### config.mk
export PLATFORM = sky130hd
export DESIGN_NAME = note_spawner_flat
export DESIGN_NICKNAME = d
export VERILOG_FILES = /design/src/rtl/note_spawner_pkg.sv /design/src/rtl/note_spawner_if.sv /design/src/rtl/note_spawner_fifo.sv /design/src/rtl/note_spawner.sv /design/src/flat_wrapper.sv
export SDC_FILE = /design/constraint.sdc
export NUM_CORES = 1
export LEC_CHECK = 0
export ABC_AREA = 1
export BUFFER_PORTS_ARGS = -buffer_cell sky130_fd_sc_hd__buf_2
export CAP_MARGIN = 20
export CORE_MARGIN = 3
export CORE_UTILIZATION = 59
export CTS_BUF_LIST = sky130_fd_sc_hd__clkbuf_4
export DETAILED_ROUTE_END_ITERATION = 6
export HOLD_SLACK_MARGIN = 0.03
export PLACE_DENSITY = 0.8
export SLEW_MARGIN = 20
export SYNTH_ARGS = -nofsm -noshare
export SYNTH_HDL_FRONTEND = slang
export SYNTH_SLANG_ARGS = --single-unit
### constraint.sdc
create_clock -name clk -period 2 [get_ports clk]
set_input_delay 0.4 -clock clk [delete_from_list [all_inputs] [get_ports clk]]
set_output_delay 0.4 -clock clk [all_outputs]
set_load 0.005 [all_outputs]
### src/rtl/note_spawner_pkg.sv
// Shared types and constants for the random-mode note spawner.
package note_spawner_pkg;

  localparam int LANES  = 4;
  localparam int LANE_W = 2;

  typedef enum logic [2:0] {
    ST_IDLE   = 3'd0,
    ST_RUN    = 3'd1,
    ST_PAUSED = 3'd2,
    ST_DRAIN  = 3'd3,
    ST_DONE   = 3'd4
  } state_t;

  localparam logic [1:0] DIFF_EASY   = 2'd0;
  localparam logic [1:0] DIFF_NORMAL = 2'd1;
  localparam logic [1:0] DIFF_HARD   = 2'd2;
  localparam logic [1:0] DIFF_EXPERT = 2'd3;

  // Beat thinning: does the beat at position idx (0..3 in the bar) carry a note?
  function automatic logic beat_gate(input logic [1:0] diff, input logic [1:0] idx);
    case (diff)
      DIFF_EASY:   return (idx == 2'd0);
      DIFF_NORMAL: return ~idx[0];
      DIFF_HARD:   return (idx != 2'd3);
      DIFF_EXPERT: return 1'b1;
      default:     return 1'b1;
    endcase
  endfunction

  function automatic logic [LANES-1:0] lane_onehot(input logic [LANE_W-1:0] col);
    return LANES'(1) << col;
  endfunction

endpackage

### src/rtl/note_spawner_if.sv
// Note hand-off channel from the spawner to the falling-note/lane engine.
// Handshake: the master holds spawn_valid/spawn_col/spawn_mask stable while
// spawn_valid=1; a transfer happens on every rising clk edge where
// spawn_valid && spawn_ready. spawn_ready may be driven independently of valid.
interface note_spawner_if;
  import note_spawner_pkg::*;

  logic              spawn_valid;
  logic              spawn_ready;
  logic [LANE_W-1:0] spawn_col;
  logic [LANES-1:0]  spawn_mask;

  modport master (output spawn_valid, output spawn_col, output spawn_mask, input spawn_ready);
  modport slave  (input spawn_valid, input spawn_col, input spawn_mask, output spawn_ready);
endinterface

### src/rtl/note_spawner_fifo.sv
// Small synchronous FIFO for pending notes; head is read straight from storage.
module note_spawner_fifo #(
  parameter int DEPTH = 4,
  parameter int W     = 2
) (
  input  logic         clk,
  input  logic         rst_n,
  input  logic         push,
  input  logic         pop,
  input  logic [W-1:0] din,
  output logic [W-1:0] head,
  output logic         full,
  output logic         empty
);
  localparam int AW = $clog2(DEPTH);

  logic [W-1:0] mem [DEPTH];
  logic [AW:0]  wr_ptr;
  logic [AW:0]  rd_ptr;
  logic         do_push;
  logic         do_pop;

  // Extra pointer bit distinguishes full from empty when the indices match.
  assign empty   = (wr_ptr == rd_ptr);
  assign full    = (wr_ptr[AW] != rd_ptr[AW]) && (wr_ptr[AW-1:0] == rd_ptr[AW-1:0]);
  assign do_pop  = pop && !empty;
  assign do_push = push && (!full || do_pop);
  assign head    = mem[rd_ptr[AW-1:0]];

  // Pointer and storage update; storage cleared on reset so head reads 0.
  always_ff @(posedge clk or negedge rst_n) begin
    if (!rst_n) begin
      wr_ptr <= '0;
      rd_ptr <= '0;
      for (int i = 0; i < DEPTH; i++) mem[i] <= '0;
    end else begin
      if (do_push) begin
        mem[wr_ptr[AW-1:0]] <= din;
        wr_ptr <= wr_ptr + 1'b1;
      end
      if (do_pop) rd_ptr <= rd_ptr + 1'b1;
    end
  end
endmodule

### src/rtl/note_spawner.sv
// Random-mode note generator: beat thinning, same-lane repeat cap, note queue.
module note_spawner
  import note_spawner_pkg::*;
#(
  parameter int FIFO_DEPTH = 4,
  parameter int MAX_REPEAT = 2,
  parameter int NOTE_TOTAL = 64,
  parameter int CNT_W      = 8
) (
  input  logic             clk,
  input  logic             rst_n,
  input  logic             start,
  input  logic             pause,
  input  logic             beat_tick,
  input  logic [3:0]       random_col,
  input  logic [1:0]       difficulty,
  note_spawner_if.master   spawn,
  output logic [CNT_W-1:0] notes_spawned,
  output logic             busy,
  output logic             done,
  output logic             overflow,
  output state_t           fsm_state
);
  localparam int RW = $clog2(MAX_REPEAT + 1);
  localparam logic [CNT_W-1:0] TOTAL = CNT_W'(NOTE_TOTAL);
  localparam logic [RW-1:0]    REP_MAX = RW'(MAX_REPEAT);

  state_t              state, state_next;
  logic                gen_en, song_start;
  logic [1:0]          beat_idx;
  logic                have_last;
  logic [LANE_W-1:0]   last_col;
  logic [RW-1:0]       repeat_cnt;
  logic                song_full, gen, pop, push_ok;
  logic                same_lane, capped;
  logic [LANE_W-1:0]   cand, pick_col, fifo_head;
  logic [RW-1:0]       pick_rep;
  logic                fifo_full, fifo_empty;
  logic [1:0]          unused_col_bits;

  assign unused_col_bits = random_col[3:2];
  assign song_full       = (notes_spawned == TOTAL);

  // State register.
  always_ff @(posedge clk or negedge rst_n) begin
    if (!rst_n) state <= ST_IDLE;
    else        state <= state_next;
  end

  // Next-state logic; finishing the song takes priority over pause.
  always_comb begin
    state_next = state;
    case (state)
      ST_IDLE:   if (start) state_next = ST_RUN;
      ST_RUN: begin
        if (song_full)  state_next = ST_DRAIN;
        else if (pause) state_next = ST_PAUSED;
      end
      ST_PAUSED: if (!pause) state_next = ST_RUN;
      ST_DRAIN:  if (fifo_empty) state_next = ST_DONE;
      ST_DONE:   if (start) state_next = ST_RUN;
      default:   state_next = ST_IDLE;
    endcase
  end

  // State-decoded controls and status.
  always_comb begin
    gen_en     = (state == ST_RUN);
    song_start = start && ((state == ST_IDLE) || (state == ST_DONE));
    busy       = (state == ST_RUN) || (state == ST_PAUSED) || (state == ST_DRAIN);
    done       = (state == ST_DONE);
  end

  // A note is generated on a thinned beat; it is queued if there is room
  // (a same-cycle pop frees a slot on a full queue).
  assign gen     = gen_en && beat_tick && !song_full && beat_gate(difficulty, beat_idx);
  assign pop     = !fifo_empty && spawn.spawn_ready;
  assign push_ok = gen && (!fifo_full || pop);

  // Lane choice: after MAX_REPEAT hits in one lane, move to the next lane over.
  assign cand      = random_col[1:0];
  assign same_lane = have_last && (cand == last_col);
  assign capped    = same_lane && (repeat_cnt == REP_MAX);

  always_comb begin
    pick_col = cand;
    pick_rep = RW'(1);
    if (capped)         pick_col = last_col + 2'd1;
    else if (same_lane) pick_rep = repeat_cnt + RW'(1);
  end

  // Song counters, repeat tracker and sticky overflow.
  always_ff @(posedge clk or negedge rst_n) begin
    if (!rst_n) begin
      notes_spawned <= '0;
      overflow      <= 1'b0;
      beat_idx      <= 2'd0;
      have_last     <= 1'b0;
      last_col      <= '0;
      repeat_cnt    <= '0;
    end else if (song_start) begin
      notes_spawned <= '0;
      overflow      <= 1'b0;
      beat_idx      <= 2'd0;
      have_last     <= 1'b0;
      repeat_cnt    <= '0;
    end else begin
      if (gen_en && beat_tick) beat_idx <= beat_idx + 2'd1;
      if (push_ok) begin
        notes_spawned <= notes_spawned + 1'b1;
        last_col      <= pick_col;
        have_last     <= 1'b1;
        repeat_cnt    <= pick_rep;
      end else if (gen) begin
        overflow <= 1'b1;
      end
    end
  end

  note_spawner_fifo #(.DEPTH(FIFO_DEPTH), .W(LANE_W)) u_fifo (
    .clk   (clk),
    .rst_n (rst_n),
    .push  (push_ok),
    .pop   (pop),
    .din   (pick_col),
    .head  (fifo_head),
    .full  (fifo_full),
    .empty (fifo_empty)
  );

  assign spawn.spawn_valid = !fifo_empty;
  assign spawn.spawn_col   = fifo_head;
  assign spawn.spawn_mask  = fifo_empty ? '0 : lane_onehot(fifo_head);
  assign fsm_state         = state;
endmodule
### src/flat_wrapper.sv
// flat-port wrapper written by rule: the top's interface ports become plain ports
module note_spawner_flat import note_spawner_pkg::*;
#(
  parameter int FIFO_DEPTH = 4,
  parameter int MAX_REPEAT = 2,
  parameter int NOTE_TOTAL = 64,
  parameter int CNT_W      = 8
)
  (clk, rst_n, start, pause, beat_tick, random_col, difficulty, notes_spawned, busy, done, overflow, fsm_state, spawn_spawn_valid, spawn_spawn_col, spawn_spawn_mask, spawn_spawn_ready);
  note_spawner_if spawn_i ();
  input  logic clk;
  input  logic rst_n;
  input  logic start;
  input  logic pause;
  input  logic beat_tick;
  input  logic [3:0] random_col;
  input  logic [1:0] difficulty;
  output logic [CNT_W-1:0] notes_spawned;
  output logic busy;
  output logic done;
  output logic overflow;
  output state_t fsm_state;
  output wire logic [$bits(spawn_i.spawn_valid)-1:0] spawn_spawn_valid;
  output wire logic [$bits(spawn_i.spawn_col)-1:0] spawn_spawn_col;
  output wire logic [$bits(spawn_i.spawn_mask)-1:0] spawn_spawn_mask;
  input wire logic [$bits(spawn_i.spawn_ready)-1:0] spawn_spawn_ready;
  assign spawn_spawn_valid = spawn_i.spawn_valid;
  assign spawn_spawn_col = spawn_i.spawn_col;
  assign spawn_spawn_mask = spawn_i.spawn_mask;
  assign spawn_i.spawn_ready = spawn_spawn_ready;
  note_spawner #(.FIFO_DEPTH(FIFO_DEPTH), .MAX_REPEAT(MAX_REPEAT), .NOTE_TOTAL(NOTE_TOTAL), .CNT_W(CNT_W)) u_core (.clk(clk), .rst_n(rst_n), .start(start), .pause(pause), .beat_tick(beat_tick), .random_col(random_col), .difficulty(difficulty), .spawn(spawn_i), .notes_spawned(notes_spawned), .busy(busy), .done(done), .overflow(overflow), .fsm_state(fsm_state));
endmodule
==> results of run 1 <==
what timing repair did:
item | in CTS | in global routing
hold buffers | 0 | 0
setup endpoints to repair | 4 | 4
setup buffers | 0 | 6
gates resized for setup | 5 | 10
pin swaps | 0 | 5
worst register-to-register path: stages (launching register included):
cell     delay (ps)
dfrtp_1         450
inv_1            80
ha_1            140
nand3_1          90
nor2_1          260
nor2_2           90
nand3_4         180
buf_4           200
nand3_1          80
o21ai_1          90
power by group through the flow:
stage / combinational, uW / clock, uW / sequential, uW
after floorplan: 1250 / 0 / 1150
after global placement: 1620 / 0 / 1200
after detailed placement: 1680 / 0 / 1200
after CTS: 1720 / 432 / 1200
after global routing: 2200 / 458 / 1260
final: 1930 / 428 / 1210
state kept, by name, summed over array words and instances (netlist names):
register              count
u_core.beat_idx           2
u_core.fsm_state          3
u_core.have_last          1
u_core.last_col           2
u_core.notes_spawned      8
u_core.overflow           1
u_core.repeat_cnt         2
u_core.u_fifo.mem         8
u_core.u_fifo.rd_ptr      3
u_core.u_fifo.wr_ptr      3
how the worst max path moves through the flow:
| stage | to | from | slack (ps) | cells past startpoint |
|---|---|---|---|---|
| finish | spawn_spawn_mask[1] | u_core.u_fifo.rd_ptr[0] | 20 | 6 |
| floorplan | spawn_spawn_mask[3] | u_core.u_fifo.wr_ptr[0] | 490 | 7 |
| detailed placement | spawn_spawn_mask[3] | u_core.u_fifo.wr_ptr[0] | 280 | 8 |
| global placement | spawn_spawn_mask[3] | u_core.u_fifo.wr_ptr[0] | 290 | 8 |
| global route | spawn_spawn_mask[0] | u_core.u_fifo.rd_ptr[1] | -70 | 6 |
| CTS | spawn_spawn_mask[3] | u_core.u_fifo.wr_ptr[1] | 3 | 8 |
final cells by class:
class	count	share of cell area (%)
Tap cell	46	2.37
Multi-Input combinational cell	204	46.3
Inverter	39	6.13
Timing Repair Buffer	38	8.65
Sequential cell	33	34.0
Clock buffer	8	2.47
cells by family after synthesis:
kind of cell / share of synthesized area (%)
buffers and inverters: 8.55
AOI/OAI and AO/OA: 7.29
xor gates and xnor gates: 3.71
DFF: 39.4
and+or+nand+nor: 35.0
adders and majority gates: 5.98
through the flow:
stage | instances | power (uW) | hold slack [ps] | setup TNS [ps]
floorplan | 279 | 2410 | 104 | 0
global placement | 354 | 2820 | 462 | 0
detailed placement | 354 | 2890 | 462 | 0
CTS | 362 | 3340 | 110 | 0
global route | 368 | 3920 | 142 | -251
finish | 368 | 3570 | 101 | 0
layout by cell type, fill, tap and decap left out, types with 4 or more instances in the layout:
cell type  netlist  layout
a21oi_1         13      13
buf_2            1      30
buf_4            1       8
clkbuf_4         0       8
dfrtp_1         33      32
ha_1            10      10
inv_1           35      32
nand2_1         85      82
nand2_2          3       5
nand3_1         26      26
nor2_1          24      24
nor2_4           7       7
o21ai_0          9       7
o21ai_1          4       5
xnor2_1          4       4
routing by layer:
metal	vias up	global-route usage [%]
met5	-	0
met4	0	9.84
met3	10	5.81
met2	51	39.4
met1	901	29.1
li1	966	-
==> metrics list, run 1 <==
* Worst Tran Pin Value: 754 ps
* Top layer used by detailed routing: met4
* Global-route wire length before repair: 7860 um
- Remaining global-route overflow: 0
- Among all stages on the critical path, the largest delay is contributed by dfrtp_2.
* Drt pass-1 iters: 4
- The die covers 4300 um^2.
- Final worst clock skew: 9.30 ps
- The critical path is of the flop to output pin type.
- Clock Pin Slew Worst Setup and Hold Paths: 110 ps
- Counting flops with an async set or reset pin after synthesis yields a share of 100%.
- Max-cap violations in this run came to 0.
- Weighted congestion reported at the end of routability-driven placement: 0.837
- Post-place setup slack: 277 ps
- Setup violations remaining at the end of the flow were counted as 0.
* Capturing point of the worst reg2reg path: u_core.repeat_cnt[0]
* Routed len/inst: 12.4 um
- TritonCTS clock tree: done
- The first routing iteration left 95 violations.
* Post-synthesis instance area: 2090 um^2
- Yosys instantiated no cell more often than nand2_1.
- In this run the critical register-to-register path is launched from u_core.notes_spawned[0].
- Antenna-violating nets left: 0
- Crit Path Max Fanout: 7
- CTS built an H-tree with a depth of 2.
- For flop-to-flop paths, the worst setup slack is 280 ps.
- Sorting the synthesized cells by area gives the leading types as dfrtp_1, nand2_1, inv_1, nand3_1, ha_1.
* # DRC: 0
* Critical path buffer and inverter count: 3
- Among all flip-flop cells after synthesis, the most frequent one is dfrtp_1.
- Summing all non-filler instances in the final layout gives an area of 2430 um^2.
- Part of the cycle the worst path needs: 99.0%
* Family with the most delay on the worst path: flip-flops
* Global-route usage over all layers: 23.6%
* WL met3: 230 um
* Kind of path behind the tightest hold check: input pin to asynchronous set/reset pin
- The max-slew violation count came to 0.
- Antenna violations before repair: 0
* Area post-placement: 2280 um^2
* Cell-internal power: 1920 uW
- After synthesis, flip-flops and latches occupy 39.5% of the total area.
* Height of the chip: 65.6 um
* Worst Setup End Kind: output pin
- Synthesis instantiated 30 different standard cells from the library.
- Met2 WL post-DR: 2180 um
- After detailed routing, the number of vias per cell comes to 5.24.
- Effective utilization at floorplan: 61.8%
* Top-area cell type share of the netlist area: 39.5%
* Switching power summed over all nets: 1650 uW
* Number of enable flip-flop cells after synthesis: 0
* Most frequent cells after synthesis: nand2_1, inv_1, dfrtp_1
- In this run the horizontal extent of the chip is 65.6 um.
* Synthesized instance count: 279
- Combinational fraction of design power: 54.0%
- For this run, the post-layout net count is 343.
- The number of antenna diodes in the final layout is 0.
- Once detailed placement completed, the half-perimeter wirelength came to 3180 um.
* Cell-by-cell listing of the critical path: inv_4 -> nand2_2 -> a32oi_2 -> inv_1 -> nor2_1 -> buf_2
- For this design the static power due to leakage is 0.00134 uW.
- The via count of the first global-routing pass came to 1860.
* Sequential group share of total power: 34.0%
* Final worst slack: 20.7 ps
- Data arrival time of the critical path: 1580 ps
- STA classifies the critical path startpoint as a flop.
- In this run, the clock network consumes 12.0% of the power.
- In the final routing, the length of wire on met1 measures 2060 um.
* Number of CTS-inserted buffers: 5
- The clock passes through at most 2 buffers.
- Clock root buffer: clkbuf_4
* Delay contributed by the slowest stage of the critical path: 490 ps
- dfrtp_1 takes more of the synthesized area than any other cell.
* Status: finished clean
- During synthesis, Yosys emitted a total of 0 warnings.
- Net switching is 46.2% of the power.
- Registers take 827 um^2.
- Overall routed net length: 4560 um
* Synthesized area per cell: 7.50 um^2
- Rel. slew slack: 49.7%
* Unrepaired setup endpoints after global routing: true
- The clock period could shrink to 1980 ps.
- Pin placement for this block handled 33 I/O pins.
* PwrDens: 1470 nW/um^2
* Total of buffers placed on input and output ports: 30
* Via count of the routed design: 1928
- Final cell utilization of the core: 71.7%
- The tree built by TritonCTS fans out to 33 sinks.
- Mapped Nets: 301
- The floorplan step defined a core boundary enclosing 3390 um^2.
- At the later pin of the worst-skew pair, clock insertion delay measures 350 ps.
- Post-synthesis sequential element count: 33
- Maximum vdd drop: 0.000593 V
- Max Clock Freq: 0.505 GHz
- Summing all multi-input logic gate instances after layout gives 1130 um^2.
- Signed area change from the synthesized netlist to the final layout: 16.1%
- Entering global routing, the biggest net connects 34 pins.
- Cell depth of the worst flop-to-flop path: 9
* Endpoint required time on the critical path: 1600 ps
* Layout fillers: 265
- Layout cells sized above 1: 23.3%
* Hold Violations, Final: 0
- The floorplan has 21 rows.
No activity file was read; power rests on OpenSTA's default activity.
==> run 2, diff against run 1 <==
--- a/config.mk
+++ b/config.mk
@@ -14,6 +14,7 @@
 export DETAILED_ROUTE_END_ITERATION = 6
 export HOLD_SLACK_MARGIN = 0.03
 export PLACE_DENSITY = 0.8
+export REMOVE_ABC_BUFFERS = 1
 export SLEW_MARGIN = 20
 export SYNTH_ARGS = -nofsm -noshare
 export SYNTH_HDL_FRONTEND = slang
==> metrics list, run 2 (same netlist as run 1, synthesis figures left out) <==
* Status: finished clean
- Antenna-violating nets left: 0 (unchanged)
- The number of nets in the layout is 345 (+0.58%).
- The die height was 65.6 um (unchanged).
- Clock root buffer: clkbuf_4
- Clock Latency Late Sink: 340 ps (about the same)
* Cell-by-cell listing of the critical path: inv_4 -> nor2_1 -> o22ai_2 -> nand2b_4 -> nor2_1 -> buf_2
- Reg2Reg Launch Point: u_core.notes_spawned[0]
- Global-route usage over all layers: 23.1% (-0.52 points)
* Clock Pin Slew Worst Setup and Hold Paths: 110 ps (about the same)
- Layout fillers: 274 (+3.4%)
* Top library cells by usage in the layout, fill and taps aside: nand2_1, inv_1, dfrtp_1
- The part of the power in registers is 32.3% (-1.7 points).
- Combinational fraction of design power: 54.3% (+0.3 points)
- Post-DP HPWL: 3160 um (-0.46%)
* Kind of path behind the tightest hold check: input pin to asynchronous set/reset pin
* Antenna violations before repair: 0 (unchanged)
- Area post-placement: 2300 um^2 (+0.55%)
- The final count of hold timing violations came to 0 (unchanged).
- Sequential cell area: 827 um^2 (unchanged)
- The number of violations reported at the end of detailed-routing iteration 0 is 110 (+16%).
- Post-detailed-route via-to-cell ratio: 5.24 (about the same)
- Delay contributed by the slowest stage of the critical path: 480 ps (about the same)
- The total of max-cap violations is 0 (unchanged).
- The wire length of the first global-routing pass was 7750 um (-1.4%).
- The horizontal die dimension came to 65.6 um (unchanged).
- The setup slack after layout came to 57.6 ps (+36.9 ps).
- The number of sinks on the clock net is 33 (unchanged).
- The final instance area is 2490 um^2 (+2.4%).
* Drt pass-1 iters: 4 (unchanged)
* Multi-input logic area: 1120 um^2 (-0.11%)
* Leakage Power: 0.00136 uW (+1.7%)
- The placer congestion estimate came to 0.792 (-5.4%).
* Via count of the routed design: 1937 (+0.47%)
* Worst Setup End Kind: output pin
- Remaining global-route overflow: 0 (unchanged)
- The switching share of total power is 44.9% (-1.3 points).
- The required time of the worst setup path came to 1600 ps (about the same).
- I/O pin count: 33 (unchanged)
- The setup-violating endpoint count in the final report was 0 (unchanged).
* Area enclosed by the die boundary: 4300 um^2 (unchanged)
* Switching power summed over all nets: 1680 uW (+2.1%)
- The peak ir drop on the vdd network came to 0.000572 V (-3.5%).
- Worst Tran Pin Value: 737 ps (-16.7 ps)
* Pin count of the biggest net entering global routing: 34 (unchanged)
* Commonest non-fill, non-tap cell in the layout: nand2_1
- The maximum level of the CTS H-tree was 2 (unchanged).
- The most critical setup path has its startpoint at u_core.u_fifo.rd_ptr[0].
- The fraction of layout instances using a drive strength above 1 is 23.5% (+0.16 points).
- The total detailed-routing wirelength is 4580 um (+0.55%).
- The worst-path maximum fanout is 6 (-1).
- The achievable frequency came to 0.515 GHz (+1.9%).
- TritonCTS built the clock tree.
- Among all stages on the critical path, the largest delay is contributed by dfrtp_2.
- Antenna diode instance count: 0 (unchanged)
- Critical path buffer and inverter count: 2 (-1)
- Part of the cycle the worst path needs: 97.1% (-1.8 points)
- # DRC: 0 (unchanged)
- The final period demand of the worst path came to 1940 ps (-36.9 ps).
- The data arrival time of the critical path came to 1540 ps (-40 ps).
* Clock share of power: 13.4% (+1.4 points)
- Number of buffers on the longest clock path: 2 (unchanged)
* Type of the worst setup path: flop to output pin
- The cell-internal power is 2070 uW (+7.4%).
* Via count of the first global-routing pass: 1826 (-1.8%)
- Post-place setup slack: 276 ps (-1.11 ps)
* Final worst clock skew: 14.5 ps (+5.20 ps)
- Unrepaired setup endpoints after global routing: true
* Routed len/inst: 12.4 um (about the same)
- The count of cell instances traversed by the critical path came to 6 (unchanged).
- Standard-cell rows: 21 (unchanged)
- PwrDens: 1510 nW/um^2 (+2.5%)
- Final cell utilization of the core: 73.4% (+1.7 points)
- The starting density of the core is 61.8% (unchanged).
- The largest registers in the layout are u_core.notes_spawned (8), u_core.u_fifo.mem (8).
* Cell repeated most along the worst path: nor2_1
* Type of element launching the critical path: flop
- Rel. slew slack: 50.8% (+1.1 points)
* Family with the most delay on the worst path: flip-flops
* Total of buffers placed on input and output ports: 30 (unchanged)
- The number of buffers added by the clock tree synthesis step was 5 (unchanged).
- Core area: 3390 um^2 (unchanged)
- The max-slew violation count came to 0 (unchanged).
- Cell depth of the worst flop-to-flop path: 10 (+1)
* Signed area change from the synthesized netlist to the final layout: 18.8%
run 2: worst paths after layout:
path                                                end  slack (ps)
worst max-delay path                spawn_spawn_mask[0]          60
worst min-delay path               u_core.u_fifo.mem[3]         110
worst max register to register  u_core.notes_spawned[6]         260
worst min register to register     u_core.u_fifo.mem[4]         500
max in group asynchronous       u_core.u_fifo.rd_ptr[0]        1390
min in group clk                u_core.u_fifo.rd_ptr[2]         380
run 2: worst register-to-register path: stages (launching register included):
cell and delay [ps]:
dfrtp_1 450, inv_1 80, ha_1 140, nand3_1 110, nor2_1 230, nor2_2 90, nand3_4 170, buf_12 170
nand2_2 70, nand2_1 80, nand2_1 50
run 2: per-stage QoR:
stage | cells | hold slack [ps] | total power [uW] | setup TNS [ps]
finish | 370 | 108 | 3750 | 0
CTS | 364 | 121 | 3490 | 0
global placement | 354 | 464 | 2830 | 0
global route | 370 | 150 | 4090 | -47.8
detailed placement | 354 | 472 | 2910 | 0
floorplan | 276 | 104 | 2380 | 0
run 2: layer usage:
metal  global-route usage [%]  wire (um)
met1                     28.4       1960
met2                     40.2       2360
met3                     4.27        203
met4                     8.55         59
met5                        0          0
run 2: layout make-up:
type	instances	share of cell area, %
clock buffers	5	1.51
flip-flops and latches	33	33.2
repair buffers	40	10.1
clock inverters	3	1.66
well taps	46	2.31
multi-input cells	204	45.2
inverters	39	5.99
run 2: power groups by stage:
stage                     combinational [uW]  sequential [uW]  clock [uW]
after global placement                  1630             1200           0
final                                   2030             1210         504
after detailed placement                1710             1200           0
after floorplan                         1220             1160           0
after global routing                    2300             1250         535
after CTS                               1800             1190         509
run 2: what timing repair did:
action,4_1_cts,5_1_grt
setup endpoints to repair,4,4
hold endpoints to repair,0,0
gates resized for setup,4,11
pin swaps,0,7
setup buffers,2,6
hold buffers,0,0
gates cloned,0,0
